File: src/rtl/fifo_frame_ptr_ctrl.sv
// Read/write pointer, flag and frame-tracking control for a power-of-two FIFO.
// Define FIFO_ERR_FLAGS_EN to build the sticky overflow/underflow flags.
module fifo_frame_ptr_ctrl #(
    parameter int DEPTH  = 16,
    parameter int ADDR_W = $clog2(DEPTH),
    parameter int N_W    = 4,
    parameter int AF_LVL = DEPTH - 2,
    parameter int AE_LVL = 2
) (
    input  logic              clk,
    input  logic              rst,
    input  logic              push,
    input  logic              pop,
    input  logic [N_W-1:0]    n,
    input  logic              clr_err,
    output logic              wr_en,
    output logic              rd_en,
    output logic [ADDR_W-1:0] wr_addr,
    output logic [ADDR_W-1:0] rd_addr,
    output logic [ADDR_W:0]   level,
    output logic              empty,
    output logic              full,
    output logic              almost_empty,
    output logic              almost_full,
    output logic              ready,
    output logic              overflow,
    output logic              underflow
);

    localparam logic [ADDR_W:0]  PTR_ONE = (ADDR_W+1)'(1);
    localparam logic [ADDR_W:0]  AF_L    = (ADDR_W+1)'(AF_LVL);
    localparam logic [ADDR_W:0]  AE_L    = (ADDR_W+1)'(AE_LVL);
    localparam logic [2*N_W:0]   FC_ONE  = (2*N_W+1)'(1);
    localparam logic [2*N_W-1:0] LEN_ONE = (2*N_W)'(1);

    typedef enum logic [1:0] {IDLE, FILL, RDY, DRAIN} state_t;

    logic [ADDR_W:0]  wr_ptr;
    logic [ADDR_W:0]  rd_ptr;
    state_t           state;
    state_t           state_nx;
    logic [2*N_W:0]   fcnt;
    logic [2*N_W:0]   fcnt_nx;
    logic [2*N_W:0]   fcnt_inc;
    logic [2*N_W:0]   len_ext;
    logic [2*N_W-1:0] frame_len;
    logic [2*N_W-1:0] frame_len_nx;
    logic [2*N_W-1:0] n_sq;

    // The extra pointer MSB distinguishes a full FIFO from an empty one.
    assign empty        = (wr_ptr == rd_ptr);
    assign full         = (wr_ptr[ADDR_W-1:0] == rd_ptr[ADDR_W-1:0]) &&
                          (wr_ptr[ADDR_W] != rd_ptr[ADDR_W]);
    assign level        = wr_ptr - rd_ptr;
    assign almost_full  = (level >= AF_L);
    assign almost_empty = (level <= AE_L);
    assign wr_addr      = wr_ptr[ADDR_W-1:0];
    assign rd_addr      = rd_ptr[ADDR_W-1:0];

    // A pop in the same cycle frees the slot a push into a full FIFO needs.
    assign wr_en = push && (!full || pop);
    assign rd_en = pop && !empty;

    always_ff @(posedge clk) begin
        if (rst) begin
            wr_ptr <= '0;
            rd_ptr <= '0;
        end else begin
            if (wr_en) wr_ptr <= wr_ptr + PTR_ONE;
            if (rd_en) rd_ptr <= rd_ptr + PTR_ONE;
        end
    end

    assign n_sq     = {{N_W{1'b0}}, n} * {{N_W{1'b0}}, n};
    assign fcnt_inc = fcnt + FC_ONE;
    assign len_ext  = {1'b0, frame_len};

    always_comb begin
        state_nx     = state;
        fcnt_nx      = fcnt;
        frame_len_nx = frame_len;
        case (state)
            IDLE: begin
                if (wr_en && (n != '0)) begin
                    frame_len_nx = n_sq;
                    if (n_sq == LEN_ONE) begin
                        state_nx = RDY;
                        fcnt_nx  = '0;
                    end else begin
                        state_nx = FILL;
                        fcnt_nx  = FC_ONE;
                    end
                end
            end
            FILL: begin
                if (wr_en) begin
                    if (fcnt_inc == len_ext) begin
                        state_nx = RDY;
                        fcnt_nx  = '0;
                    end else begin
                        fcnt_nx = fcnt_inc;
                    end
                end
            end
            RDY: begin
                if (rd_en) begin
                    if (frame_len == LEN_ONE) begin
                        state_nx = IDLE;
                        fcnt_nx  = '0;
                    end else begin
                        state_nx = DRAIN;
                        fcnt_nx  = FC_ONE;
                    end
                end
            end
            DRAIN: begin
                if (rd_en) begin
                    if (fcnt_inc == len_ext) begin
                        state_nx = IDLE;
                        fcnt_nx  = '0;
                    end else begin
                        fcnt_nx = fcnt_inc;
                    end
                end
            end
            default: begin
                state_nx = IDLE;
                fcnt_nx  = '0;
            end
        endcase
    end

    always_ff @(posedge clk) begin
        if (rst) begin
            state     <= IDLE;
            fcnt      <= '0;
            frame_len <= '0;
            ready     <= 1'b0;
        end else begin
            state     <= state_nx;
            fcnt      <= fcnt_nx;
            frame_len <= frame_len_nx;
            ready     <= (state_nx == RDY);
        end
    end

`ifdef FIFO_ERR_FLAGS_EN
    // clr_err wins over a set arriving in the same cycle.
    always_ff @(posedge clk) begin
        if (rst || clr_err) begin
            overflow  <= 1'b0;
            underflow <= 1'b0;
        end else begin
            if (push && !wr_en) overflow  <= 1'b1;
            if (pop && !rd_en)  underflow <= 1'b1;
        end
    end
`else
    logic unused_clr_err;
    assign unused_clr_err = clr_err;
    assign overflow       = 1'b0;
    assign underflow      = 1'b0;
`endif

endmodule

File: config.mk
export PLATFORM = sky130hd
export DESIGN_NAME = fifo_frame_ptr_ctrl
export DESIGN_NICKNAME = d
export VERILOG_FILES = /design/src/rtl/fifo_frame_ptr_ctrl.sv
export SDC_FILE = /design/constraint.sdc
export NUM_CORES = 1
export LEC_CHECK = 0
export ABC_AREA = 1
export CORE_MARGIN = 5
export CORE_UTILIZATION = 50
export CTS_BUF_LIST = sky130_fd_sc_hd__clkbuf_8
export CTS_CLUSTER_SIZE = 24
export DETAILED_ROUTE_END_ITERATION = 7
export PLACE_DENSITY = 0.77
export SLEW_MARGIN = 5
export SYNTH_ARGS = -nofsm -noshare
export SYNTH_HDL_FRONTEND = slang
export SYNTH_SLANG_ARGS = --single-unit
File: constraint.sdc
create_clock -name clk -period 2.77 [get_ports clk]
set_input_delay 0.831 -clock clk [delete_from_list [all_inputs] [get_ports clk]]
set_output_delay 0.831 -clock clk [all_outputs]
set_load 0.01 [all_outputs]
======== After elaboration in Yosys (flattened, before gate mapping) ========
Index checks and enable logic that the tools add are counted.
operators by class
  reduce and logical (&&, ||, !) cells .... 11
  equality and inequality tests ........... 14
  mux-type cells .......................... 17
  add/subtract/negate cells ............... 4
  $lt $le $gt $ge ......................... 2
  multiply operators ...................... 1
operators by type and width
  operator                                                                          count
  9-bit 2-to-1 mux                                                                  5
  9-bit case mux with 4 select lines                                                1
  8-bit by 1-bit equality test with 1-bit output, second input constant             2
  2-bit 2-to-1 mux                                                                  8
  5-bit by 1-bit adder with 5-bit output, second input constant                     2
  9-bit by 1-bit adder with 9-bit output, second input constant                     1
  9-bit by 8-bit equality test with 1-bit output                                    1
  4-bit by 4-bit multiplier with 8-bit output                                       1
  2-bit != test, second input constant                                              4
  2-bit case mux with 4 select lines                                                1
  2-bit equality test, second input constant                                        3
  5-bit equality test                                                               1
  5-bit by 4-bit >= comparator with 1-bit output, second input constant             1
  5-bit by 2-bit less-or-equal comparator with 1-bit output, second input constant  1
  5-bit subtractor                                                                  1
  4-bit equality test                                                               1
  1-bit logical AND                                                                 4
  4-bit AND reduction                                                               1
  4-bit nonzero test                                                                1
  2-bit by 1-bit equality test with 1-bit output, second input constant             1
  1-bit logical NOT                                                                 2
  2-bit logical NOT                                                                 1
  1-bit 2-to-1 mux                                                                  2
  2-bit AND reduction                                                               1
  other kinds (2)                                                                   2
word-level totals
  bits in registers ....................... 30
  logic and storage cells ................. 55
  input port bits ......................... 9

======== Longest topological paths before layout ========
  depth in word-level cells ............... 9
  gate-level depth with buffers ........... 15

======== Least setup slack after synthesis ========
Ideal clock, no wire load.
  path type ............................... reg-to-output
  start point ............................. register rd_ptr[0]
  end point ............................... output almost_empty
  data arrival time ....................... 1.958 ns
  path buffers ............................ 0
  path slack .............................. -0.019 ns
  cell stages (with the launch flop) ...... 9
  cells stage by stage .................... dfxtp_1 > ha_1 > inv_1 > fa_1 > nand3_1 > nand2_1 > xor2_1 > inv_1 > a2111oi_0
between the ends
  cells in the longest elaborated chain, start to end .. 2
RTL lines
  element                                                    RTL line  source
  from (decl)                                                39        logic [ADDR_W:0] rd_ptr;
  from (signal assigned)                                     70        if (rd_en) rd_ptr <= rd_ptr + PTR_ONE;
  5-bit subtractor                                           54        assign level = wr_ptr - rd_ptr;
  named net level[4]                                         20        output logic [ADDR_W:0] level,
  5-bit by 2-bit less-or-equal comparator with 1-bit output  56        assign almost_empty = (level <= AE_L);
  to (decl)                                                  23        output logic almost_empty,
The timed path passes the listed nets, and every way through them passes these cells.

======== Final worst setup path ========
  start point ............................. register wr_ptr[0]
  end point ............................... output almost_empty
between the ends
  cells in the longest elaborated chain, start to end .. 2
RTL lines
  element                                                    RTL line  source
  from (decl)                                                38        logic [ADDR_W:0] wr_ptr;
  from (signal assigned)                                     69        if (wr_en) wr_ptr <= wr_ptr + PTR_ONE;
  5-bit subtractor                                           54
  5-bit by 2-bit less-or-equal comparator with 1-bit output  56
No other way between the ends.

==> results_dict.tcl <==
set metrics [dict create \
    fp-row-count 23 \
    slew_viol_final 0 \
    power_mw 1.524 \
    synth_top_area_cell "dfxtp_1" \
    cp-end-kind "output port" \
    ys_ff_latch 29 \
    mostFrequentLayoutCells "nand2_1, inv_1, buf_4" \
    seq_area_um2 584.3 \
    max_freq_mhz 347.3 \
    violations "negative setup slack" \
    startpoint_type "flip-flop" \
    hold_violations 0 \
    synth_ff_type "dfxtp_1" \
    final_common_cell "nand2_1" \
    hpwl_um 3722 \
    place_area_um2 2511 \
    drc 0 \
    syn2layout_area_growth_pct 30.88 \
    setup_viol_count_final 2 \
    avgSynthCellArea_um2 6.767 \
    top_usage_layer "met2" \
    cts.sinks 29 \
    period_share_pct 103.9 \
    cts_root_buf "clkbuf_8" \
    io_buffers 27 \
    initial_utilization_pct 51.77 \
    via_count 2094 \
    critPathRequiredTime_ps 1940 \
    gr-total-overflow 0 \
    die_area_um2 5529 \
    drt_iter0_markers 101 \
    fin_ws_ps -109.1 \
    synth_edf_count 0 \
    fill_cells 340 \
    clk_path_buf_depth 2 \
    pre_cts_ws_ps -337.0 \
    ys_types 36 \
    synthTopCellsByArea "dfxtp_1, nand2_1, inv_1" \
    dieHeight_um 74.36 \
    powerDensity_nw_per_um2 562.4 \
    ant_nets 0 \
    routed_wl_um 5241 \
    use_met2_pct 32.87 \
    synthArstFlopShare_pct 0 \
    synth_seq_area_share_pct 28.04 \
    worst_skew_pair.late_latency_ps 280 \
    maxSlewHeadroom_pct 57.27 \
    grt_pass1_wl_um 8459 \
    hold_class "reg -> reg" \
    rsz0062_at_grt "true" \
    use_met1_pct 24.11 \
    worstPathArrival_ps 2050 \
    grt.total_usage_pct 19.69 \
    path_cells "inv_2 -> ha_4 -> inv_2 -> fa_2 -> nand3_2 -> nand2_2 -> xor2_2 -> inv_2 -> a2111oi_4 -> buf_2" \
    multi_input_area_um2 1297 \
    cts_tree "yes" \
    diodes 0 \
    worst_path_max_delay_cell "fa_2" \
    cts_htree_levels 2 \
    drive_above_1_share_pct 23.60 \
    tightest_slew_ps 640.2 \
    stdcell_area_um2 2710 \
    fin_util_pct 67.75 \
    criticalPathCategory "reg -> out" \
    wl_per_cell_um 12.91 \
    dr.pass1.iters 5 \
    hold_buffers 0 \
    p_leak_nw 1.242 \
    max_cap_violations 0 \
    met3_usage_pct 3.649 \
    antenna_found_initial 0 \
    syn_inst 306 \
    skew_ps 5.481 \
    grt_max_degree 24 \
    design.core.area_um2 4000 \
    period_minus_slack_ps 2879 \
    outcome "finished with violations" \
    grt_pass1_vias 1957 \
    fin_setup_tns_ps -115.2 \
    synth_top_area_share_pct 28.04 \
    ios 31 \
    final_nets 376 \
    routed_via_density 5.158 \
    ir_worst_vdd_mv 0.4432 \
    ys_warn_count 0 \
    synth_area_um2 2071 \
    crit_path_frequent_cell "inv_2" \
    cts_buffers 5 \
    die_w_um 74.36 \
    max_stage_delay_ps 370 \
    gp_congestion 0.8500 \
    cts.reportedPaths.clkPinSlew_ps 60 \
    worst-path-max-fanout 2 \
]
-- registers in the layout, summed over array words and instances, names as in the netlist --
name / count
ready: 1
fcnt: 9
rd_ptr: 5
frame_len: 7
wr_ptr: 5
state: 2
-- repair_timing --
action                     4_1_cts  5_1_grt
resized for setup               31       17
setup buffers                    3        1
hold endpoints to repair         0        0
setup endpoints to repair       10        6
pin swaps                        4        1
-- critical path, delay by kind of cell (launching register included) --
family / cells / cell delay (ps)
xor gates and xnor gates: 1 / 190
adders and majority gates: 2 / 510
DFF: 1 / 320
AOI/OAI and AO/OA: 1 / 180
buffers and inverters: 4 / 380
and+or+nand+nor: 2 / 200
-- power by group --
group          switching (mW)  internal, mW  total (mW)  leakage (nW)
sequential             0.0547         0.463       0.518         0.239
clock                   0.161         0.193       0.354        0.0485
combinational           0.348         0.304       0.652         0.955
total                   0.564         0.960        1.52          1.24
-- cells by family (layout without fill, tap and decap cells) --
family | Yosys count | after routing | share of synthesized area [%]
AOI/OAI and AO/OA | 54 | 54 | 14.56
xor gates and xnor gates | 7 | 7 | 3.323
adders and majority gates | 11 | 11 | 7.009
buffers and inverters | 67 | 116 | 14.68
DFF | 29 | 29 | 28.04
other | 1 | 2 | 0.1811
and+or+nand+nor | 137 | 137 | 32.21
-- metal layers --
metal,wire length (um),part of all wire [%]
met4,117,2.2
met5,0,0
met3,211,4.0
met1,2293,44
met2,2619,50
-- cells in the mapped netlist (2+ instances only) --
library cell / count
nand2_1: 57
buf_4: 12
inv_1: 47
xor2_1: 5
clkbuf_1: 3
dfxtp_1: 29
nor3_1: 5
nor2_1: 20
inv_2: 4
a211oi_1: 2
nand3_1: 26
o21ai_0: 19
ha_1: 10
nor2_2: 5
nand2_2: 2
o21ai_1: 3
nand3_2: 2
a21oi_1: 25
nor2_4: 3
nand4_1: 11
-- stage by stage --
step	instances	hold slack, ps
after floorplan	307	451.2
after global placement	395	484.0
after detailed placement	395	484.6
after CTS	405	493.5
after global routing	406	543.2
final	406	490.6
-- cell type report --
class,instances,area share (%)
timing repair buffer,58,18.01
inverter,51,7.064
multi-input combinational,211,47.88
clock inverter,1,0.1385
clock buffer,6,3.047
tap,50,2.308
sequential,29,21.56
-- path summary, 6_finish.rpt --
kind / start / to / slack, ps / cells past startpoint
max: wr_ptr[0] / almost_empty / -110 / 10
min: frame_len[2] / frame_len[2] / 490 / 2
max reg2reg: wr_ptr[1] / fcnt[0] / 420 / 15
min reg2reg: frame_len[2] / frame_len[2] / 490 / 2
(Power assumes the default switching activity.)
